===== config.mk =====
export PLATFORM = sky130hd
export DESIGN_NAME = uart_param_core
export DESIGN_NICKNAME = d
export VERILOG_FILES = /design/src/rtl/uart_param_core.sv
export SDC_FILE = /design/constraint.sdc
export NUM_CORES = 1
export LEC_CHECK = 0
export ABC_AREA = 0
export ABC_CLOCK_PERIOD_IN_PS = 2200
export CAP_MARGIN = 20
export CORE_MARGIN = 3
export CORE_UTILIZATION = 25
export DETAILED_ROUTE_END_ITERATION = 10
export GPL_TIMING_DRIVEN = 0
export MAX_ROUTING_LAYER = met4
export SKIP_LAST_GASP = 1
export SYNTH_ARGS = -nofsm -noshare
export SYNTH_HDL_FRONTEND = slang
export SYNTH_SLANG_ARGS = --single-unit

===== constraint.sdc =====
create_clock -name clk -period 2.2 [get_ports clk]
set_input_delay 0.66 -clock clk [delete_from_list [all_inputs] [get_ports clk]]
set_output_delay 0.66 -clock clk [all_outputs]
set_load 0.02 [all_outputs]

===== src/rtl/uart_param_core.sv =====
// Parametrised full-duplex UART: clock-enable bit timing, valid/ready TX,
// mid-bit sampling RX behind a 2-flop synchroniser, parity and framing flags.
module uart_param_core #(
    parameter int DATA_BITS    = 7,
    parameter int CLKS_PER_BIT = 16,
    parameter int PARITY_MODE  = 1,
    parameter int STOP_BITS    = 1
) (
    input  logic                 clk,
    input  logic                 rst,
    input  logic [DATA_BITS-1:0] tx_data,
    input  logic                 tx_valid,
    output logic                 tx_ready,
    output logic                 tx_out_bit,
    input  logic                 rx_in_bit,
    output logic [DATA_BITS-1:0] rx_data,
    output logic                 rx_valid,
    output logic                 rx_parity_err,
    output logic                 rx_frame_err
);

    localparam int               CNT_W      = $clog2(CLKS_PER_BIT);
    localparam logic [CNT_W-1:0] CNT_LAST   = CNT_W'(CLKS_PER_BIT - 1);
    localparam logic [CNT_W-1:0] CNT_HALF   = CNT_W'(CLKS_PER_BIT / 2 - 1);
    localparam logic [3:0]       DATA_LAST  = 4'(DATA_BITS - 1);
    localparam logic [3:0]       STOP_LAST  = 4'(STOP_BITS - 1);
    localparam bit               HAS_PARITY = (PARITY_MODE != 0);

    function automatic logic parity_of(input logic [DATA_BITS-1:0] d);
        return (^d) ^ (PARITY_MODE == 2);
    endfunction

    typedef enum logic [2:0] {TX_IDLE, TX_START, TX_DATA, TX_PARITY, TX_STOP} tx_state_t;
    typedef enum logic [2:0] {RX_IDLE, RX_START, RX_DATA, RX_PARITY, RX_STOP, RX_WAIT_HIGH} rx_state_t;

    tx_state_t              tx_state, tx_state_nx;
    logic [CNT_W-1:0]       tx_cnt;
    logic [3:0]             tx_idx;
    logic [DATA_BITS-1:0]   tx_shift;
    logic                   tx_par;
    logic                   tx_bit_end;
    logic                   tx_take;

    assign tx_bit_end = (tx_cnt == CNT_LAST);
    assign tx_take    = tx_valid & tx_ready;

    always_ff @(posedge clk) begin
        if (rst) tx_state <= TX_IDLE;
        else     tx_state <= tx_state_nx;
    end

    always_comb begin
        tx_state_nx = tx_state;
        case (tx_state)
            TX_IDLE:   if (tx_take) tx_state_nx = TX_START;
            TX_START:  if (tx_bit_end) tx_state_nx = TX_DATA;
            TX_DATA:   if (tx_bit_end && tx_idx == DATA_LAST)
                           tx_state_nx = HAS_PARITY ? TX_PARITY : TX_STOP;
            TX_PARITY: if (tx_bit_end) tx_state_nx = TX_STOP;
            TX_STOP:   if (tx_bit_end && tx_idx == STOP_LAST) tx_state_nx = TX_IDLE;
            default:   tx_state_nx = TX_IDLE;
        endcase
    end

    always_comb begin
        tx_ready   = (tx_state == TX_IDLE);
        tx_out_bit = 1'b1;
        case (tx_state)
            TX_START:  tx_out_bit = 1'b0;
            TX_DATA:   tx_out_bit = tx_shift[0];
            TX_PARITY: tx_out_bit = tx_par;
            default:   tx_out_bit = 1'b1;
        endcase
    end

    // Idle holds the counter at zero so START always gets a full bit.
    always_ff @(posedge clk) begin
        if (rst) begin
            tx_cnt <= '0;
            tx_idx <= '0;
        end else begin
            if (tx_state == TX_IDLE || tx_bit_end) tx_cnt <= '0;
            else                                   tx_cnt <= tx_cnt + 1'b1;
            if (tx_state != tx_state_nx)
                tx_idx <= '0;
            else if (tx_bit_end && (tx_state == TX_DATA || tx_state == TX_STOP))
                tx_idx <= tx_idx + 1'b1;
        end
    end

    always_ff @(posedge clk) begin
        if (tx_take) begin
            tx_shift <= tx_data;
            tx_par   <= parity_of(tx_data);
        end else if (tx_state == TX_DATA && tx_bit_end) begin
            tx_shift <= tx_shift >> 1;
        end
    end

    // Synchroniser stages p0 -> p1
    logic sync_p0, sync_p1;
    logic rx_sync;

    always_ff @(posedge clk) begin
        if (rst) begin
            sync_p0 <= 1'b1;
            sync_p1 <= 1'b1;
        end else begin
            sync_p0 <= rx_in_bit;
            sync_p1 <= sync_p0;
        end
    end

    assign rx_sync = sync_p1;

    rx_state_t              rx_state, rx_state_nx;
    logic [CNT_W-1:0]       rx_cnt;
    logic [3:0]             rx_idx;
    logic [DATA_BITS-1:0]   rx_shift;
    logic                   rx_par;
    logic                   rx_half;
    logic                   rx_tick;
    logic                   rx_stop_tick;

    always_ff @(posedge clk) begin
        if (rst) rx_state <= RX_IDLE;
        else     rx_state <= rx_state_nx;
    end

    always_comb begin
        rx_state_nx = rx_state;
        case (rx_state)
            RX_IDLE:      if (!rx_sync) rx_state_nx = RX_START;
            RX_START:     if (rx_half) rx_state_nx = rx_sync ? RX_IDLE : RX_DATA;
            RX_DATA:      if (rx_tick && rx_idx == DATA_LAST)
                              rx_state_nx = HAS_PARITY ? RX_PARITY : RX_STOP;
            RX_PARITY:    if (rx_tick) rx_state_nx = RX_STOP;
            RX_STOP:      if (rx_tick) rx_state_nx = rx_sync ? RX_IDLE : RX_WAIT_HIGH;
            RX_WAIT_HIGH: if (rx_sync) rx_state_nx = RX_IDLE;
            default:      rx_state_nx = RX_IDLE;
        endcase
    end

    always_comb begin
        rx_half      = (rx_state == RX_START) && (rx_cnt == CNT_HALF);
        rx_tick      = (rx_state == RX_DATA || rx_state == RX_PARITY || rx_state == RX_STOP)
                       && (rx_cnt == CNT_LAST);
        rx_stop_tick = (rx_state == RX_STOP) && (rx_cnt == CNT_LAST);
    end

    // After the half-bit start check, every tick lands on a bit centre.
    always_ff @(posedge clk) begin
        if (rst) begin
            rx_cnt <= '0;
            rx_idx <= '0;
        end else begin
            if (rx_state != rx_state_nx || rx_state == RX_IDLE ||
                rx_state == RX_WAIT_HIGH || rx_tick)
                rx_cnt <= '0;
            else
                rx_cnt <= rx_cnt + 1'b1;
            if (rx_state != rx_state_nx)
                rx_idx <= '0;
            else if (rx_tick && rx_state == RX_DATA)
                rx_idx <= rx_idx + 1'b1;
        end
    end

    always_ff @(posedge clk) begin
        if (rx_tick && rx_state == RX_DATA)   rx_shift <= {rx_sync, rx_shift[DATA_BITS-1:1]};
        if (rx_tick && rx_state == RX_PARITY) rx_par   <= rx_sync;
    end

    always_ff @(posedge clk) begin
        if (rst) begin
            rx_valid      <= 1'b0;
            rx_data       <= '0;
            rx_parity_err <= 1'b0;
            rx_frame_err  <= 1'b0;
        end else begin
            rx_valid <= rx_stop_tick;
            if (rx_stop_tick) begin
                rx_data       <= rx_shift;
                rx_parity_err <= HAS_PARITY && (rx_par != parity_of(rx_shift));
                rx_frame_err  <= ~rx_sync;
            end
        end
    end

endmodule


# After elaboration in Yosys (flattened, before gate mapping)
# Cells that the tools add are included.
[classes]
addsub = 4
eq_ne = 17
muxes = 18
n_bitwise = 2
n_reduce_logical = 27
[ops]
columns = ["op", "n"]
rows = [
  ["$mux W3", 12],
  ["$pmux W3 S6", 1],
  ["$add A4 B1 Y4 const B", 4],
  ["$pmux W3 S5", 1],
  ["$mux W7", 2],
  ["$reduce_xor A7 Y1", 2],
  ["$eq A3 B2 Y1 const B", 4],
  ["$eq A4 B3 Y1 const B", 3],
  ["$logic_and A1 B1 Y1", 10],
  ["$eq A3 B3 Y1 const B", 3],
  ["$eq A4 B4 Y1 const B", 2],
  ["$reduce_or A2 Y1", 4],
  ["$logic_or A1 B1 Y1", 7],
  ["$eq A3 B1 Y1 const B", 2],
  ["$logic_not A3 Y1", 2],
  ["$ne A3 B3 Y1", 2],
  ["$logic_not A4 Y1", 1],
  ["$pmux W1 S3", 1],
  ["$mux W2", 1],
  ["$reduce_bool A2 Y1", 1],
  ["$and A1 B1 Y1", 1],
  ["$ne A1 B1 Y1", 1],
  ["$not A1 Y1", 1],
]
[totals]
ff_bits = 50
input_bits = 11
output_inout_bits = 12
wordCells = 84

# Logic depth before layout (Yosys ltp)
[depth]
word_depth = 12
depth_mapped = 7
ltp_nobuf = 7

# Least setup slack after synthesis
# Ideal clock, no wire load.
[synth_path]
kind = "reg-to-reg"
from = "register tx_cnt[0]"
to = "register tx_shift[0], enable pin"
setup_ns = 0.380
arrival_time_ns = 1.360
t_required_ns = 1.820
setup_slack_ns = 0.460
stages_incl_launch_ff = 5
n_path_buf = 0
period_less_slack_ns = 1.740
cell_sequence = "dfxtp_1 -> ha_1 -> and3_1 -> mux2i_1 -> nor3_1"
[synth_between]
elab_chain_cells = 3
[synth_rtl]
columns = ["element", "line_no", "rtl"]
rows = [
  ["start, declared", "37", "logic [CNT_W-1:0] tx_cnt;"],
  ["start signal, assigned", "83", "else tx_cnt <= tx_cnt + 1'b1;"],
  ["$eq A4 B4 Y1", "44", "assign tx_bit_end = (tx_cnt == CNT_LAST);"],
  ["$logic_and A1 B1 Y1", "95", "end else if (tx_state == TX_DATA && tx_bit_end) begin"],
  ["$reduce_bool A2 Y1 (no source line)", "-", ""],
  ["end signal, assigned", "93", "tx_shift <= tx_data;"],
  ["end signal, assigned", "96", "tx_shift <= tx_shift >> 1;"],
  ["end, declared", "39", "logic [DATA_BITS-1:0] tx_shift;"],
]
# Every way passes these cells.
# A chain may end at the register's enable or synchronous reset.

# Worst setup path after layout
[layout_path]
from = "register tx_state[0]"
to = "output port tx_out_bit"
[layout_between]
elab_chain_cells = 2
[layout_rtl]
columns = ["element", "line_no", "rtl"]
rows = [
  ["start, declared", "36", "tx_state_t tx_state, tx_state_nx;"],
  ["start signal, assigned", "49", "else tx_state <= tx_state_nx;"],
  ["$eq A3 B2 Y1 / $eq A3 B1 Y1 (equally long branches)", "68", "case (tx_state)"],
  ["$pmux W1 S3 (*)", "68", ""],
  ["end, declared", "14", "output logic tx_out_bit,"],
]
# Mark *: on every way between the ends. The rest lies on a longest branch, timed or not.

==> flow_summary.yaml <==
status:
  status: "finished, final reports clean"
clock_tree:
  ctsHtreeMaxLevel: 2
  worst_skew_pair.late_latency_ns: 0.30
  cts.sinks: 50
  cts_buffer_depth: 2
  root_buffer: "clkbuf_8"
  clkSlewWorstSetupHoldPaths_ns: 0.09
  cts_tree: "done"
  numCtsBuffers: 5
  post_cts_buffers: 0
  hold_buffers: 0
global_routing:
  grt-ovfl-total: 0
  grt_pass1_wl_microns: 7162
  antenna_found_initial: 0
  grtUsageTotal_pct: 8.107
  grt_pass1_vias: 1535
  grt_max_degree: 17
timing:
  clock_skew_ns: 0.006778
  min_period_ns: 2.082
  finalSetupViolations: 0
  worst_pin_slew_ns: 0.5441
  finalHoldViolCount: 0
  finalCritPeriodShare_pct: 94.62
  drv_slew: 0
  rsz0062_at_grt: "false"
  fmax_mhz: 480.4
  slew_headroom_pct: 63.61
  setup_slack_ns: 0.1184
synthesis:
  syn-num-nets: 237
  synth_cells: 219
  ys_types: 50
  yosysWarningCount: 0
  synth.ff_latch_count: 50
  yosysSeqAreaShare_pct: 48.74
  synth_area_sq_mm: 0.002382
  avgSynthCellArea_sq_um: 10.88
floorplanning:
  rows: 34
  die_x_microns: 103.6
  core_area_sq_mm: 0.008976
  start_util_pct: 26.54
  dieArea_sq_mm: 0.01074
  dieHeight_microns: 103.6
  io_pins: 23
detailed_routing:
  drt_iter0_markers: 94
  wl_microns: 4095
  routed-via-count: 1582
  route.detailed.drc: 0
  dr.pass1.iters: 4
  drtAntennaViolNets: 0
  wl_per_cell_microns: 10.89
  vias_per_cell: 4.207
pwr:
  leakage_nw: 1.029
  power_density_mw_per_mm2: 616.4
  ir_worst_vdd_mv: 0.2819
setup_path:
  crit_end: "tx_out_bit"
  r2r_start: "rx_cnt[0]$_SDFF_PP0_"
  cp_max_fo: 10
  rr_worst_depth: 6
  worstSetupEndpointType: "output pin"
  arrival_ns: 1.42
  startpoint_type: "flip-flop"
  worstPathRequired_ns: 1.54
  crit_type: "reg -> out"
  startpoint: "tx_state[0]$_SDFF_PP0_"
  r2r_end: "rx_idx[3]$_SDFFE_PP0P_"
  rrSetupSlack_ns: 0.36
finish:
  diodes: 0
  stdcell_area_sq_mm: 0.002874
  final_common_cell: "nor2_1"
  n_fill_cell: 899
  drive_gt1_share_pct: 18.40
  syn_to_final_growth_pct: 20.64
  final_cell_mix: "nor2_1 (38), dfxtp_1 (34), clkdlybuf4s50_1 (20)"
  stdcell_count: 376
  layout.nets: 267
place:
  gp_congestion: 0.7162
  dp_cells: 367
  hpwl_microns: 2933
  placed_area_sq_mm: 0.002760
  place_ws_ns: -0.2643
  io_buffers: 22
worst_hold_path:
  hp-class: "reg -> reg"
job:
  cap_violations: 0
## cell families (layout without fill, tap and decap cells)
family          after synthesis  count (layout)  synth area share (%)
flops                        50              50                 48.74
mux                          17              17                 7.615
buf+inv                      16              47                 4.727
xor+xnor                     27              27                 9.926
simple gates                 87              87                 20.27
fa+ha+maj                     7               7                 3.676
compound gates               15              15                 5.042
## cell usage after synthesis (all sizes together)
cell,instances,area share [%]
o22ai,1,0.26
edfxtp,16,20
xnor2,17,6.2
nor2b,1,0.26
a21oi,4,1.0
ha,7,3.7
nand4b,1,0.37
a211oi,1,0.53
clkbuf,3,0.47
nor4,1,0.26
nor3b,1,0.32
or3,3,1.0
o21ai,1,0.21
nand4,4,1.1
a41oi,1,0.68
and4,2,0.74
o211ai,1,0.53
nor4b,2,1.0
nand2,7,1.1
a2bb2oi,1,0.37
and2,2,0.58
and3,3,0.84
dfxtp,34,29
nor3,7,2.4
nand3,6,1.5
a22oi,2,0.63
mux2,6,2.8
or2b,2,0.68
or4,1,0.47
a31oi,2,0.53
and2b,2,0.74
xor2,10,3.7
buf,8,3.5
nor2,39,6.3
mux2i,11,4.8
a21boi,1,0.32
inv,5,0.79
or2,3,0.79
## routing by layer
metal | routed length (microns) | global-route usage [%] | vias to the layer above
li1 | - | - | 819
met1 | 2029 | 10.28 | 736
met2 | 1885 | 12.71 | 19
met3 | 105 | 1.803 | 8
met4 | 75 | 3.039 | 0
met5 | 0 | - | -
## state kept, by name (all words and copies together) (netlist names), 4 cells and up
signal / flops
rx_cnt: 4
rx_data: 7
rx_idx: 4
rx_shift: 7
tx_cnt: 4
tx_idx: 4
tx_shift: 7
## layout make-up
type | count | area [sq um] | area share [%]
Buffer | 11 | 95.09 | 3.309
Clock buffer | 5 | 68.82 | 2.394
Clock inverter | 3 | 45.04 | 1.567
Inverter | 5 | 18.77 | 0.6530
Multi-Input combinational cell | 153 | 1109 | 38.57
Sequential cell | 50 | 1161 | 40.40
Tap cell | 126 | 157.7 | 5.485
Timing Repair Buffer | 23 | 219.0 | 7.619
## worst max-delay path, stage by stage, from the launching register on
cell and delay [ns]:
dfxtp_1 0.33, buf_2 0.17, nor2_1 0.11, a22oi_1 0.06, or2_2 0.29, clkbuf_2 0.16
## worst min path at each step
stage / start / slack [ns] / end / depth (start not counted)
2_1_floorplan: sync_p0$_SDFF_PP1_ / 0.39 / rx_sync$_SDFF_PP1_ / 1
3_3_place_gp: sync_p0$_SDFF_PP1_ / 0.39 / rx_sync$_SDFF_PP1_ / 1
3_5_place_dp: sync_p0$_SDFF_PP1_ / 0.40 / rx_sync$_SDFF_PP1_ / 1
4_1_cts: sync_p0$_SDFF_PP1_ / 0.42 / rx_sync$_SDFF_PP1_ / 1
5_1_grt: sync_p0$_SDFF_PP1_ / 0.46 / rx_sync$_SDFF_PP1_ / 1
6_report: sync_p0$_SDFF_PP1_ / 0.42 / rx_sync$_SDFF_PP1_ / 1
## timing repair
item | in CTS | in global routing
endpoints found under the setup margin | 2 | 1
resized for setup | 3 | 3
hold endpoints to repair | 0 | 0
## power by group
part,internal [W],leakage (nW),switching (W)
Sequential,0.000975,0.423,0.00000855
Clock,0.000338,0.0504,0.000314
Combinational,0.0000695,0.556,0.0000667
## stage by stage
step                      utilization [%]  power, W  TNS (ns)  hold slack, ns
after floorplan                         -  0.001094         0          0.3895
after global placement              30.75  0.001142    -3.288          0.3925
after detailed placement            30.75  0.001144    -3.841          0.3963
after CTS                           32.00  0.001802  -0.08543          0.4218
after global routing                32.02  0.001855         0          0.4624
final                               32.02  0.001772         0          0.4189
Power figures use the tool's default switching activity.
